--- config.mk ---
export PLATFORM = sky130hd
export DESIGN_NAME = rotation_finder
export DESIGN_NICKNAME = d
export VERILOG_FILES = /design/src/rtl/rotation_finder.sv
export SDC_FILE = /design/constraint.sdc
export NUM_CORES = 1
export LEC_CHECK = 0
export BUFFER_PORTS_ARGS = -buffer_cell sky130_fd_sc_hd__buf_2
export CORE_MARGIN = 2
export CORE_UTILIZATION = 55
export DETAILED_ROUTE_END_ITERATION = 8
export PLACE_DENSITY_LB_ADDON = 0.15
export SETUP_SLACK_MARGIN = 0.2
export SLEW_MARGIN = 30
export SYNTH_ARGS = -nofsm -noshare
export SYNTH_HDL_FRONTEND = slang
export SYNTH_SLANG_ARGS = --single-unit
--- constraint.sdc ---
create_clock -name clk -period 2.3 [get_ports clk]
set_input_delay 0.46 -clock clk [delete_from_list [all_inputs] [get_ports clk]]
set_output_delay 0.46 -clock clk [all_outputs]
set_load 0.01 [all_outputs]
--- src/rtl/rotation_finder.sv ---
// Sequential rotation search: finds the left/right rotation that maps original onto rotated,
// testing one candidate per clock behind a start/busy/done handshake.
module rotation_finder #(
  parameter int WIDTH = 8
) (
  input  logic             clk,
  input  logic             rst_n,
  input  logic             start,
  input  logic [WIDTH-1:0] original,
  input  logic [WIDTH-1:0] rotated,
  output logic             busy,
  output logic             done,
  output logic             found,
  output logic [7:0]       distance,
  output logic             direction
);

  localparam logic [1:0] IDLE   = 2'd0;
  localparam logic [1:0] SEARCH = 2'd1;
  localparam logic [1:0] DONE   = 2'd2;

  localparam logic [7:0] WIDTH_8 = 8'(WIDTH);
  localparam logic [7:0] HALF    = 8'(WIDTH / 2);
  localparam logic [7:0] LAST    = 8'(WIDTH - 1);

  logic [1:0]       state;
  logic [WIDTH-1:0] candidate;
  logic [WIDTH-1:0] target;
  logic [7:0]       count;
  logic [8:0]       encoded;

  function automatic logic [WIDTH-1:0] rotl1(input logic [WIDTH-1:0] value);
    return {value[WIDTH-2:0], value[WIDTH-1]};
  endfunction

  // Left distances past the half-way point are cheaper to express as a right rotation.
  // Returns {direction, distance}.
  function automatic logic [8:0] encode_distance(input logic [7:0] left_dist);
    logic [8:0] result;
    if (left_dist <= HALF) begin
      result = {1'b1, left_dist};
    end else begin
      result = {1'b0, WIDTH_8 - left_dist};
    end
    return result;
  endfunction

  assign encoded = encode_distance(count);

  always_ff @(posedge clk or negedge rst_n) begin
    if (!rst_n) begin
      state     <= IDLE;
      candidate <= '0;
      target    <= '0;
      count     <= 8'd0;
      found     <= 1'b0;
      distance  <= 8'd0;
      direction <= 1'b0;
    end else begin
      case (state)
        IDLE: begin
          if (start) begin
            candidate <= original;
            target    <= rotated;
            count     <= 8'd0;
            state     <= SEARCH;
          end
        end
        SEARCH: begin
          // candidate always holds original rotated left by count
          if (candidate == target) begin
            found     <= 1'b1;
            direction <= encoded[8];
            distance  <= encoded[7:0];
            state     <= DONE;
          end else if (count == LAST) begin
            found     <= 1'b0;
            direction <= 1'b0;
            distance  <= 8'd0;
            state     <= DONE;
          end else begin
            candidate <= rotl1(candidate);
            count     <= count + 8'd1;
          end
        end
        DONE: begin
          state <= IDLE;
        end
        default: begin
          state <= IDLE;
        end
      endcase
    end
  end

  assign busy = (state == SEARCH);
  assign done = (state == DONE);

endmodule

==> flow_summary.ini <==
[logic_synthesis]
syn_nets = 206
synth-seq-cells = 36
synthArstFlopShare_pct = 100
synth_area_leader_cell = dfrtp_1
synth.distinct_cells = 37
yosysSeqAreaShare_pct = 48.8
ys.flop_type = dfrtp_1
syn-cell-area_sq_um = 1840
synth-edff-count = 0
netlist_top_cells_area = dfrtp_1, nand2_1, xnor2_1
avgSynthCellArea_sq_um = 9.97
ys_warn_count = 0
netlist.area_leader.share_pct = 48.8
syn_inst = 185

[timing]
skew_ps = 10.1
finalSetupViolations = 0
drv_slew = 0
rsz0062_at_grt = no
hold_viol = 0
setup_tns_ps = 0
setup_ws_ps = 354
worst_pin_slew_ps = 799
slew_headroom_pct = 46.8
post-route-period-util_pct = 84.6
fin_crit_ps = 1950
max_freq_mhz = 514

[floorplan]
die_w_um = 61.9
die_area_sq_um = 3830
start_util_pct = 56.2
rows = 21
die_height_um = 61.9
core_area_sq_um = 3280
io_pins = 31

[global_routing]
met1_usage_pct = 25.5
grt_max_degree = 37
antenna_found_initial = 0
grt_first_pass_wirelength_um = 5950
grtUsageMet2_pct = 38.0
overflow = 0
grt_usage_pct = 21.5
grt_use_met3_pct = 5.59
busiest_layer = met2
grt_pass1_vias = 1347

[cells_and_area]
multiInputGateArea_sq_um = 866
syn_to_final_growth_pct = 12.8
drive_gt1_share_pct = 25.9
n_fill_cell = 278
nets = 236
seqCellArea_sq_um = 901
post-route-util_pct = 63.4
diodes = 0

[cts]
clockRootBuffer = clkbuf_4
cts_buffer_depth = 2
postCtsHoldBufs = 0
cts_buffers = 5
clock_latency_ps = 340
post_cts_buffers = 0
cts.clk_slew.worst_paths_ps = 110
post_cts_resized = 0
htreeDepth = 2
cts_tree = built
clkSinkCount = 36

[run]
cap_violations = 0

[drt]
avgViaCountPerCell = 5.35
drc = 0
num_vias = 1402
routed_wl_um = 3570
drt_pass1_iterations = 4
wl_per_cell_um = 13.6
drt_iter0_drc = 63
ant_nets = 0

[worst_hold_path]
hold_path_class = input port to async pin

[setup_path]
worst_setup_path_start_kind = flip-flop
criticalPathCategory = flip-flop to flip-flop
startpoint = count[4]
cp-end-kind = flip-flop
crit_arrival_ps = 2190
r2r-start = count[4]
critPathMaxFanout = 11
required_ps = 2540

[placement]
dp.final_hpwl_um = 2550
io_buffers = 30
place_ws_ps = 352
gp_congestion = 0.829

[outcome]
status = complete, no violations

[power]
p_leak_nw = 0.944
p_per_area_nw_per_um2 = 1330
worst_ir_drop_vdd_uv = 574
[path summary, 6_finish.rpt]
path / end / slack, ps / depth (start not counted)
max: count[1] / 350 / 4
max in group asynchronous: distance[6] / 1600 / 1
min reg2reg: found / 500 / 1
min: direction / 180 / 1
max reg2reg: count[1] / 350 / 4
min in group clk: target[4] / 300 / 3
[critical path: stages (launching register included)]
cell and delay, ps:
dfrtp_1 490, or3_4 430, nor4_4 270, or2_2 300, mux2_2 360
[power breakdown]
part	internal (W)	switching (W)	total, W	leakage [nW]
clock network	0.000228	0.000215	0.000443	0.0422
logic	0.000569	0.000623	0.00119	0.449
registers	0.000887	0.000246	0.00113	0.453
[cells by family (layout without fill, tap and decap cells)]
logic type	count (synthesis)	count (layout)	synth area share [%]
simple gates	85	85	23.1
flops	36	36	48.8
compound gates	29	29	12.3
buf+inv	13	44	4.21
xor+xnor	12	12	5.70
mux	8	8	4.41
fa+ha+maj	2	2	1.36
[synthesized netlist by cell type, types with 3 or more instances]
master	number
nand2_1	43
dfrtp_1	36
xnor2_1	12
nand2b_1	11
o221a_2	8
mux2i_1	7
nand3_1	7
nor2_1	7
o21ai_0	7
buf_2	3
clkbuf_1	3
inv_1	3
nand4_1	3
o211ai_1	3
[through the flow]
step	cells	hold WS (ps)	area (sq um)	total power [W]
6_report	262	184	2080	0.00277
5_1_grt	262	238	2080	0.00301
4_1_cts	262	208	2080	0.00279
3_5_place_dp	254	474	2000	0.00235
3_3_place_gp	254	454	2000	0.00230
2_1_floorplan	185	164	1840	0.00209
[per-layer routing]
layer	share of wire, %	wire [um]	vias to the layer above
li1	-	-	701
met2	51	1830	33
met1	44	1570	663
met3	3.7	131	5
met4	1.1	39	0
met5	0	0	-
[area by class of cell]
type,instances,share of cell area [%]
Sequential cell,36,43.3
Multi-Input combinational cell,136,41.6
Inverter,4,0.722
Clock inverter,2,1.68
Timing Repair Buffer,32,7.94
Tap cell,46,2.77
Clock buffer,6,1.98
[sequential cells by signal (all words and copies together), names as in the netlist]
name / cells
target: 8
candidate: 8
distance: 8
count: 8
state: 2
found: 1
direction: 1
[cells in the final DEF (no fill, tap or decap), types with 2 or more instances in the layout]
| cell | count |
|---|---|
| a21oi_1 | 2 |
| and2_1 | 2 |
| buf_2 | 30 |
| buf_4 | 2 |
| clkbuf_4 | 5 |
| dfrtp_1 | 36 |
| ha_1 | 2 |
| inv_1 | 3 |
| mux2i_1 | 7 |
| nand2_1 | 43 |
| nand2b_1 | 11 |
| nand3_1 | 7 |
| nand4_1 | 3 |
| nor2_1 | 7 |
| nor3_1 | 2 |
| nor3_2 | 2 |
| o211ai_1 | 3 |
| o21ai_0 | 7 |
| o21ai_2 | 2 |
| o221a_2 | 8 |
| o31ai_1 | 2 |
| or3_1 | 2 |
| xnor2_1 | 12 |
(Power assumes the default switching activity.)
